===== config.mk =====
export PLATFORM = sky130hd
export DESIGN_NAME = hsv_range_detect
export DESIGN_NICKNAME = d
export VERILOG_FILES = /design/src/rtl/hsv_range_detect_pkg.sv /design/src/rtl/hsv_chan_cmp.sv /design/src/rtl/hsv_range_detect.sv
export SDC_FILE = /design/constraint.sdc
export NUM_CORES = 1
export LEC_CHECK = 0
export ABC_AREA = 1
export ABC_CLOCK_PERIOD_IN_PS = 2450
export CAP_MARGIN = 30
export CORE_MARGIN = 3
export CORE_UTILIZATION = 40
export CTS_CLUSTER_SIZE = 40
export DETAILED_ROUTE_END_ITERATION = 16
export GPL_ROUTABILITY_DRIVEN = 0
export PLACE_DENSITY = 0.7
export SLEW_MARGIN = 40
export SYNTH_ARGS = -nofsm -noshare
export SYNTH_HDL_FRONTEND = slang
export SYNTH_SLANG_ARGS = --single-unit

===== constraint.sdc =====
create_clock -name clk -period 2.45 [get_ports clk]
set_input_delay 0.49 -clock clk [delete_from_list [all_inputs] [get_ports clk]]
set_output_delay 0.49 -clock clk [all_outputs]
set_load 0.02 [all_outputs]

===== src/rtl/hsv_range_detect_pkg.sv =====
// Shared types and constants for the HSV range detector: FSM states, HSV_data
// channel layout and the default mask value for in-range pixels.
package hsv_range_detect_pkg;

  typedef enum logic [0:0] {
    StWaitFrame = 1'b0,
    StInFrame   = 1'b1
  } state_e;

  localparam int unsigned ChanW  = 8;
  localparam int unsigned HueLsb = 16;
  localparam int unsigned SatLsb = 8;
  localparam int unsigned ValLsb = 0;

  localparam logic [23:0] MaskOnDefault = 24'hFFFFFF;

  function automatic logic [ChanW-1:0] chan_field(input logic [23:0] pix,
                                                  input int unsigned lsb);
    return pix[lsb +: ChanW];
  endfunction

endpackage


===== src/rtl/hsv_chan_cmp.sv =====
// Inclusive 8-bit range compare; with wrap enabled an inverted range (min > max)
// matches values outside the gap, otherwise it never matches.
module hsv_chan_cmp
  import hsv_range_detect_pkg::*;
(
  input  logic [ChanW-1:0] value_i,
  input  logic [ChanW-1:0] min_i,
  input  logic [ChanW-1:0] max_i,
  input  logic             wrap_en_i,
  output logic             match_o
);

  logic ge_min;
  logic le_max;

  always_comb begin
    ge_min = (value_i >= min_i);
    le_max = (value_i <= max_i);
    if (min_i <= max_i) begin
      match_o = ge_min & le_max;
    end else begin
      match_o = wrap_en_i & (ge_min | le_max);
    end
  end

endmodule


===== src/rtl/hsv_range_detect.sv =====
// Two-stage HSV threshold mask with per-frame bounding box and pixel count of
// the in-range pixels, published at each frame boundary.
module hsv_range_detect
  import hsv_range_detect_pkg::*;
#(
  parameter int unsigned CW      = 12,
  parameter logic [23:0] MASK_ON = MaskOnDefault
) (
  input  logic              clk,
  input  logic              rst,
  input  logic              HSV_hsync,
  input  logic              HSV_vsync,
  input  logic              HSV_de,
  input  logic [23:0]       HSV_data,
  input  logic [7:0]        h_min,
  input  logic [7:0]        h_max,
  input  logic [7:0]        s_min,
  input  logic [7:0]        s_max,
  input  logic [7:0]        v_min,
  input  logic [7:0]        v_max,
  output logic              MASK_hsync,
  output logic              MASK_vsync,
  output logic              MASK_de,
  output logic [23:0]       MASK_data,
  output logic [CW-1:0]     bbox_x_min,
  output logic [CW-1:0]     bbox_x_max,
  output logic [CW-1:0]     bbox_y_min,
  output logic [CW-1:0]     bbox_y_max,
  output logic [2*CW-1:0]   pix_cnt,
  output logic              bbox_valid,
  output logic              frame_done
);

  localparam int unsigned PW = 2 * CW;
  localparam logic [CW-1:0] CntMax = '1;
  localparam logic [PW-1:0] PixMax = '1;

  // Shadow thresholds, frozen for the whole frame
  logic [7:0] h_min_q, h_max_q, s_min_q, s_max_q, v_min_q, v_max_q;

  logic          vsync_in_q, de_in_q;
  logic          vsync_rise, de_fall;
  logic [CW-1:0] x_cnt_q, x_cnt_d, y_cnt_q, y_cnt_d;
  logic          h_match, s_match, v_match;

  // Stage 1
  logic          s1_hsync_q, s1_vsync_q, s1_de_q;
  logic          s1_h_match_q, s1_s_match_q, s1_v_match_q;
  logic [CW-1:0] s1_x_q, s1_y_q;

  // Stage 2
  logic          mask_hsync_q, mask_vsync_q, mask_de_q;
  logic [23:0]   mask_data_q;
  logic          pix_hit, boundary;

  state_e        state_q;
  logic [CW-1:0] acc_x_min_q, acc_x_max_q, acc_y_min_q, acc_y_max_q;
  logic [PW-1:0] acc_cnt_q;
  logic [CW-1:0] seed_x_min, seed_x_max, seed_y_min, seed_y_max;
  logic [PW-1:0] seed_cnt;
  logic [CW-1:0] upd_x_min, upd_x_max, upd_y_min, upd_y_max;
  logic [PW-1:0] upd_cnt;
  logic          acc_nz;
  logic [CW-1:0] pub_x_min_q, pub_x_max_q, pub_y_min_q, pub_y_max_q;
  logic [PW-1:0] pub_cnt_q;
  logic          pub_valid_q, frame_done_q;

  hsv_chan_cmp u_cmp_h (
    .value_i   (chan_field(HSV_data, HueLsb)),
    .min_i     (h_min_q),
    .max_i     (h_max_q),
    .wrap_en_i (1'b1),
    .match_o   (h_match)
  );

  hsv_chan_cmp u_cmp_s (
    .value_i   (chan_field(HSV_data, SatLsb)),
    .min_i     (s_min_q),
    .max_i     (s_max_q),
    .wrap_en_i (1'b0),
    .match_o   (s_match)
  );

  hsv_chan_cmp u_cmp_v (
    .value_i   (chan_field(HSV_data, ValLsb)),
    .min_i     (v_min_q),
    .max_i     (v_max_q),
    .wrap_en_i (1'b0),
    .match_o   (v_match)
  );

  always_comb begin
    vsync_rise = HSV_vsync & ~vsync_in_q;
    de_fall    = de_in_q & ~HSV_de;

    x_cnt_d = x_cnt_q;
    if (de_fall) begin
      x_cnt_d = '0;
    end else if (HSV_de && (x_cnt_q != CntMax)) begin
      x_cnt_d = x_cnt_q + CW'(1);
    end

    y_cnt_d = y_cnt_q;
    if (vsync_rise) begin
      y_cnt_d = '0;
    end else if (de_fall && (y_cnt_q != CntMax)) begin
      y_cnt_d = y_cnt_q + CW'(1);
    end
  end

  always_ff @(posedge clk) begin
    if (rst) begin
      h_min_q    <= '0;
      h_max_q    <= '0;
      s_min_q    <= '0;
      s_max_q    <= '0;
      v_min_q    <= '0;
      v_max_q    <= '0;
      vsync_in_q <= 1'b0;
      de_in_q    <= 1'b0;
      x_cnt_q    <= '0;
      y_cnt_q    <= '0;
    end else begin
      if (vsync_rise) begin
        h_min_q <= h_min;
        h_max_q <= h_max;
        s_min_q <= s_min;
        s_max_q <= s_max;
        v_min_q <= v_min;
        v_max_q <= v_max;
      end
      vsync_in_q <= HSV_vsync;
      de_in_q    <= HSV_de;
      x_cnt_q    <= x_cnt_d;
      y_cnt_q    <= y_cnt_d;
    end
  end

  always_ff @(posedge clk) begin
    if (rst) begin
      s1_hsync_q   <= 1'b0;
      s1_vsync_q   <= 1'b0;
      s1_de_q      <= 1'b0;
      s1_h_match_q <= 1'b0;
      s1_s_match_q <= 1'b0;
      s1_v_match_q <= 1'b0;
      s1_x_q       <= '0;
      s1_y_q       <= '0;
      mask_hsync_q <= 1'b0;
      mask_vsync_q <= 1'b0;
      mask_de_q    <= 1'b0;
      mask_data_q  <= '0;
    end else begin
      s1_hsync_q   <= HSV_hsync;
      s1_vsync_q   <= HSV_vsync;
      s1_de_q      <= HSV_de;
      s1_h_match_q <= h_match;
      s1_s_match_q <= s_match;
      s1_v_match_q <= v_match;
      s1_x_q       <= x_cnt_q;
      s1_y_q       <= y_cnt_q;
      mask_hsync_q <= s1_hsync_q;
      mask_vsync_q <= s1_vsync_q;
      mask_de_q    <= s1_de_q;
      mask_data_q  <= pix_hit ? MASK_ON : 24'h000000;
    end
  end

  // Boundary is seen the cycle before MASK_vsync rises so that the published
  // statistics and frame_done appear together with the rising MASK_vsync.
  always_comb begin
    pix_hit  = s1_de_q & s1_h_match_q & s1_s_match_q & s1_v_match_q;
    boundary = s1_vsync_q & ~mask_vsync_q;
    acc_nz   = (acc_cnt_q != '0);

    seed_x_min = pix_hit ? s1_x_q : '1;
    seed_y_min = pix_hit ? s1_y_q : '1;
    seed_x_max = pix_hit ? s1_x_q : '0;
    seed_y_max = pix_hit ? s1_y_q : '0;
    seed_cnt   = pix_hit ? PW'(1) : '0;

    upd_x_min = (pix_hit && (s1_x_q < acc_x_min_q)) ? s1_x_q : acc_x_min_q;
    upd_y_min = (pix_hit && (s1_y_q < acc_y_min_q)) ? s1_y_q : acc_y_min_q;
    upd_x_max = (pix_hit && (s1_x_q > acc_x_max_q)) ? s1_x_q : acc_x_max_q;
    upd_y_max = (pix_hit && (s1_y_q > acc_y_max_q)) ? s1_y_q : acc_y_max_q;
    upd_cnt   = (pix_hit && (acc_cnt_q != PixMax)) ? acc_cnt_q + PW'(1) : acc_cnt_q;
  end

  always_ff @(posedge clk) begin
    if (rst) begin
      state_q      <= StWaitFrame;
      acc_x_min_q  <= '1;
      acc_y_min_q  <= '1;
      acc_x_max_q  <= '0;
      acc_y_max_q  <= '0;
      acc_cnt_q    <= '0;
      pub_x_min_q  <= '0;
      pub_x_max_q  <= '0;
      pub_y_min_q  <= '0;
      pub_y_max_q  <= '0;
      pub_cnt_q    <= '0;
      pub_valid_q  <= 1'b0;
      frame_done_q <= 1'b0;
    end else begin
      frame_done_q <= 1'b0;
      unique case (state_q)
        StWaitFrame: begin
          if (boundary) begin
            state_q     <= StInFrame;
            acc_x_min_q <= seed_x_min;
            acc_y_min_q <= seed_y_min;
            acc_x_max_q <= seed_x_max;
            acc_y_max_q <= seed_y_max;
            acc_cnt_q   <= seed_cnt;
          end else begin
            acc_x_min_q <= '1;
            acc_y_min_q <= '1;
            acc_x_max_q <= '0;
            acc_y_max_q <= '0;
            acc_cnt_q   <= '0;
          end
        end
        StInFrame: begin
          if (boundary) begin
            frame_done_q <= 1'b1;
            pub_valid_q  <= acc_nz;
            pub_cnt_q    <= acc_cnt_q;
            pub_x_min_q  <= acc_nz ? acc_x_min_q : '0;
            pub_x_max_q  <= acc_nz ? acc_x_max_q : '0;
            pub_y_min_q  <= acc_nz ? acc_y_min_q : '0;
            pub_y_max_q  <= acc_nz ? acc_y_max_q : '0;
            acc_x_min_q  <= seed_x_min;
            acc_y_min_q  <= seed_y_min;
            acc_x_max_q  <= seed_x_max;
            acc_y_max_q  <= seed_y_max;
            acc_cnt_q    <= seed_cnt;
          end else begin
            acc_x_min_q <= upd_x_min;
            acc_y_min_q <= upd_y_min;
            acc_x_max_q <= upd_x_max;
            acc_y_max_q <= upd_y_max;
            acc_cnt_q   <= upd_cnt;
          end
        end
        default: state_q <= StWaitFrame;
      endcase
    end
  end

  assign MASK_hsync = mask_hsync_q;
  assign MASK_vsync = mask_vsync_q;
  assign MASK_de    = mask_de_q;
  assign MASK_data  = mask_data_q;
  assign bbox_x_min = pub_x_min_q;
  assign bbox_x_max = pub_x_max_q;
  assign bbox_y_min = pub_y_min_q;
  assign bbox_y_max = pub_y_max_q;
  assign pix_cnt    = pub_cnt_q;
  assign bbox_valid = pub_valid_q;
  assign frame_done = frame_done_q;

endmodule


==> results of run 1 <==
[Yosys cell counts (3+ instances only)]
cell type,number,share of area (%)
dfxtp_1,253,40
o21a_1,7,0.41
nand3_1,120,4.7
o21bai_1,6,0.36
o21ai_0,109,4.3
nor4_1,5,0.25
nand2_2,6,0.30
buf_4,26,1.5
buf_1,10,0.30
inv_1,206,6.1
nand2_1,338,10
nor3_1,23,0.91
clkbuf_1,39,1.2
xor2_1,3,0.21
buf_2,16,0.63
a21oi_1,223,8.8
nor2_2,4,0.20
ha_1,122,12
nor2_4,4,0.36
nor2_1,155,4.6
nand4_1,25,1.2
[per-layer routing]
| metal | track usage [%] | wire (um) |
|---|---|---|
| met4 | 5.534 | 928 |
| met2 | 32.60 | 15330 |
| met1 | 23.41 | 14150 |
| met3 | 2.829 | 1279 |
| met5 | 0 | 14 |
[where the power goes]
group | leakage [nW] | switching (mW) | internal (mW)
Clock | 0.473 | 1.69 | 2.73
Sequential | 2.06 | 0.0675 | 4.23
Combinational | 3.87 | 0.580 | 0.439
Total | 6.40 | 2.34 | 7.40
[cell type report]
cell class / count / share of cell area (%)
Clock buffer: 40 / 5.216
Timing Repair Buffer: 198 / 12.70
Tap cell: 396 / 3.163
Multi-Input combinational cell: 1169 / 40.54
Inverter: 208 / 5.000
Clock inverter: 11 / 1.038
Sequential cell: 253 / 32.34
[metrics by stage]
step	instance area [um2]	hold WS, ns	setup slack (ns)	cells	power, mW
6_report	15670	0.2246	0.2203	2275	9.740
5_1_grt	15670	0.2180	0.1107	2275	10.18
4_1_cts	15670	0.1962	0.1592	2275	9.874
3_5_place_dp	14680	0.3976	0.3484	2224	5.407
3_3_place_gp	14680	0.3925	0.4010	2224	5.363
2_1_floorplan	12670	0.3883	0.7582	1723	5.035
[final timing paths]
path / end / slack (ns)
worst min register to register: MASK_hsync$_SDFF_PP0_ / 0.41
worst max register to register: acc_cnt_q[8]$_SDFFE_PP0P_ / 0.46
worst min-delay path: acc_cnt_q[4]$_SDFFE_PP0P_ / 0.22
worst max-delay path: MASK_data[11] / 0.22
[cell families after synthesis]
logic type / count (synthesis) / share of synthesized area (%)
AO/OA/AOI/OAI: 353 / 14.37
adder cells (fa/ha/maj): 122 / 12.05
AND/OR/NAND/NOR: 690 / 23.37
flip-flops: 253 / 39.97
XOR/XNOR: 4 / 0.2765
buffers and inverters: 301 / 9.963
==> run_results.csv, run 1 <==
group,metric,value,unit
status,status,"completed",
routing,wire_per_inst,13.93,um
die,pin_count,178,
timing,hold_viol_final,0,
clocking,cts_setup_buffers,0,
routing,drc,0,
finish,multi_input_area,6351,um2
global_route,grt_pass1_vias,11013,
worst_hold_path,hp-class,"input port to register",
placed_design,post-dp-hpwl,23.39,mm
finish,fillCellCount,2977,
die,dieArea,33850,um2
setup_path,timing_worst_setup_path_type,"register to output port",
die,core,30910,um2
global_route,grt_pass1_wl,52.92,mm
setup_path,worst_path_max_delay_cell,"clkdlybuf4s50_1",
global_route,grtUsageTotal,18.51,%
yosys,synth_nets,1922,
global_route,grt_max_degree,94,
clocking,cts-hold-fix-buffers,0,
routing,viasPerCell,5.015,
worst_hold_path,hp-start,"rst",
setup_path,worstSetupPathDepth,1,
yosys,synth_edf_count,0,
clocking,cts_buffers,28,
finish,area_growth,23.63,%
yosys,ys_warn_count,0,
timing,tightest_slew,0.6444,ns
yosys,postSynthAreaPerCell,7.354,um2
yosys,seq_area_frac_synth,39.97,%
yosys,syn_inst,1723,
finish,seq_area,5066,um2
clocking,cts_tree,"yes",
yosys,yosysUniqueCellTypes,37,
yosys,ys_seq_elements,253,
clocking,cts.sinks,253,
clocking,htree_num_levels,1,
setup_path,cp_cell_sequence,"clkdlybuf4s50_1",
run,maxCapViolations,0,
die,dieWidth,184.0,um
timing,setup_tns,0,ns
routing,via_count,11408,
finish,drive_gt1_share,4.843,%
setup_path,critPathLaunchType,"register",
finish,utilization,50.68,%
setup_path,path_max_fanout,24,
routing,drtPass1Iterations,5,
setup_path,end_kind,"output port",
die,rows,64,
die,initial_core_util,40.99,%
worst_hold_path,min_path_cells,2,
setup_path,path_delay_family,"buffers and inverters",
clocking,clk_pin_slew_worst_paths,0.06,ns
clocking,clk_path_buf_depth,3,
pwr,leakage,6.402,nW
pwr,peakVddDrop,0.5656,mV
global_route,grt-ovfl-total,0,
clocking,cts_resized,1,
clocking,root_buffer,"clkbuf_16",
timing,fin_crit,2.230,ns
timing,finalSetupViolCount,0,
routing,drt-total-wl,31.70,mm
routing,drtAntennaViolNets,0,
setup_path,r2r-start,"acc_cnt_q[0]$_SDFFE_PP0P_",
finish,mostFrequentLayoutCells,"nand2_1, dfxtp_1, a21oi_1",
finish,antenna_cells,0,
timing,final_max_slew_viol_count,0,
pwr,powerDensity,621.7,nW/um2
finish,final_nets,2057,
finish,final_common_cell,"nand2_1",
yosys,synth_area,12670,um2
timing,max_freq,448.5,MHz
placed_design,port_buffers,177,
routing,first_iter_violations,614,
clocking,clk_latency,0.54,ns
setup_path,reg2reg_depth,11,
setup_path,cpPeakStageDelay,0.68,ns
yosys,ys.flop_type,"dfxtp_1",
setup_path,worst-path-buf-inv,1,
yosys,synthArstFlopShare,0,%
timing,slew_headroom,57.04,%
global_route,antenna_found_initial,1,
timing,rsz0062_at_grt,"false",
die,die_h,184.0,um
setup_path,required,1.96,ns
setup_path,critPathLaunch,"MASK_data[22]$_SDFF_PP0_",
timing,finalClockSkew,0.007220,ns
setup_path,cp.arrival,1.74,ns
timing,period_share,91.01,%
Power figures use the tool's default switching activity.
==> run 2: changes to the inputs <==
Settings changed: CAP_MARGIN 30 to unset, CORE_UTILIZATION 40 to 25, PLACE_DENSITY 0.7 to 0.51.
==> run 2 against run 1 <==
Worst hold slack gained 0.077 ns. Maximum frequency decreased by 2.6%. Setup slack got worse by 0.060 ns. Register-to-register slack worse by 0.15 ns. Power is 5.7% higher. Via count decreased by 0.11%. Clock-buffer cell count rose by 2. Global-route usage fell by 5.4 points. Final area grew 3.8%. Flip-flop and latch count is the same. Combinational power about the same. Largest power group unchanged. Highest routed layer is now met4.
==> run_results.csv, run 2 (synthesis gave the netlist of run 1 again) <==
group,metric,value,unit
status,status,"completed",
routing,drc,0,
setup_path,cpPeakStageDelay,0.68,ns
setup_path,critPathLaunchType,"register",
placed_design,place_ws,0.07192,ns
setup_path,path_delay_family,"buffers and inverters",
timing,slew_headroom,55.64,%
routing,wire_per_inst,13.87,um
setup_path,worst-path-buf-inv,1,
timing,finalClockSkew,0.02250,ns
global_route,grt_pass1_vias,11095,
pwr,powerDensity,633.2,nW/um2
clocking,clk_path_buf_depth,3,
global_route,antenna_found_initial,2,
clocking,cts_tree,"yes",
pwr,peakVddDrop,0.3538,mV
finish,area_growth,28.33,%
global_route,grt_max_degree,58,
die,dieWidth,231.1,um
finish,final_common_cell,"nand2_1",
placed_design,post-dp-hpwl,26.92,mm
finish,final_nets,2075,
routing,drt-total-wl,35.60,mm
clocking,cts-hold-fix-buffers,0,
setup_path,r2r-start,"acc_x_max_q[11]$_SDFFE_PP0P_",
timing,max_freq,436.8,MHz
timing,setup_tns,0,ns
setup_path,end_kind,"output port",
setup_path,path_max_fanout,24,
timing,holdWs,0.3015,ns
routing,viasPerCell,4.439,
placed_design,port_buffers,177,
timing,fin_crit,2.289,ns
worst_hold_path,hold-path-endpoint,"s1_y_q[1]$_SDFF_PP0_",
setup_path,required,1.96,ns
global_route,use_met1,17.18,%
timing,finalSetupViolCount,0,
timing,fin_ws,0.1606,ns
timing,period_share,93.44,%
routing,via_count,11395,
global_route,grt-ovfl-total,0,
setup_path,reg2reg_depth,12,
timing,hold_viol_final,0,
clocking,clk_latency,0.57,ns
pwr,leakage,6.556,nW
die,core,49460,um2
setup_path,cp.arrival,1.80,ns
routing,drtAntennaViolNets,0,
clocking,cts.sinks,253,
die,initial_core_util,25.62,%
global_route,top_usage_layer,"met2",
clocking,htree_num_levels,1,
setup_path,worst_path_max_delay_cell,"clkdlybuf4s50_1",
worst_hold_path,hp-start,"rst",
run,maxCapViolations,0,
finish,utilization,32.88,%
worst_hold_path,min_path_cells,2,
clocking,clk_pin_slew_worst_paths,0.06,ns
setup_path,timing_worst_setup_path_type,"register to output port",
clocking,cts_buffers,31,
global_route,grtUsageTotal,13.10,%
routing,drtPass1Iterations,6,
finish,mostFrequentLayoutCells,"nand2_1, dfxtp_1, a21oi_1",
timing,rsz0062_at_grt,"false",
global_route,grt_use_met2,22.12,%
clocking,root_buffer,"clkbuf_16",
global_route,grt_pass1_wl,57.69,mm
die,rows,81,
setup_path,r2r_setup_slack,0.31,ns
global_route,grtUsageMet3,2.126,%
finish,fillCellCount,5374,
finish,drive_gt1_share,6.049,%
die,die_h,231.1,um
die,dieArea,53420,um2
timing,tightest_slew,0.6654,ns
setup_path,cp_cell_sequence,"clkdlybuf4s50_1",
die,pin_count,178,
setup_path,reg2reg_to,"acc_x_max_q[11]$_SDFFE_PP0P_",
routing,first_iter_violations,574,
worst_hold_path,hp-class,"input port to register",
timing,final_max_slew_viol_count,0,
-- run 2: per-layer routing --
| layer | vias to the layer above | part of all wire, % |
|---|---|---|
| met5 | - | 0 |
| met4 | 0 | 2.4 |
| met3 | 55 | 4.4 |
| met2 | 191 | 46 |
| met1 | 5217 | 47 |
| li1 | 5932 | - |
-- run 2: power breakdown --
| part | total [mW] | switching [mW] | internal [mW] |
|---|---|---|---|
| logic | 1.04 | 0.597 | 0.447 |
| registers | 4.30 | 0.0673 | 4.23 |
| clock network | 4.95 | 1.84 | 3.12 |
| total | 10.3 | 2.50 | 7.79 |
-- run 2: timing repair --
action	CTS	global route
pin swaps	0	1
buffers inserted	0	0
resized for setup	1	2
endpoints found under the hold margin	0	0
endpoints found under the setup margin	24	8
-- run 2: layout make-up --
type | count | area, um2 | area share [%]
Sequential cell | 253 | 5066 | 31.16
Multi-Input combinational cell | 1169 | 6356 | 39.09
Inverter | 208 | 780.7 | 4.801
Clock inverter | 16 | 252.7 | 1.554
Tap cell | 664 | 830.8 | 5.109
Timing Repair Buffer | 213 | 2102 | 12.93
Antenna cell | 2 | 5.005 | 0.03078
Clock buffer | 42 | 867.1 | 5.332
-- run 2: worst max path at each step --
stage,start,end,cells after the start
3_5_place_dp,acc_x_max_q[11]$_SDFFE_PP0P_,acc_x_max_q[11]$_SDFFE_PP0P_,12
2_1_floorplan,acc_x_max_q[11]$_SDFFE_PP0P_,acc_x_max_q[10]$_SDFFE_PP0P_,12
6_report,MASK_data[22]$_SDFF_PP0_,MASK_data[3],1
5_1_grt,MASK_data[22]$_SDFF_PP0_,MASK_data[3],1
4_1_cts,acc_x_max_q[11]$_SDFFE_PP0P_,acc_x_max_q[11]$_SDFFE_PP0P_,12
3_3_place_gp,acc_x_max_q[11]$_SDFFE_PP0P_,acc_x_max_q[8]$_SDFFE_PP0P_,12
-- run 2: per-stage QoR --
| stage | std cells | cell area [um2] | power [mW] |
|---|---|---|---|
| after detailed placement | 2507 | 15130 | 5.442 |
| after global routing | 2567 | 16260 | 10.81 |
| after global placement | 2507 | 15130 | 5.424 |
| after CTS | 2565 | 16250 | 10.50 |
| final | 2567 | 16260 | 10.30 |
| after floorplan | 1723 | 12670 | 5.035 |
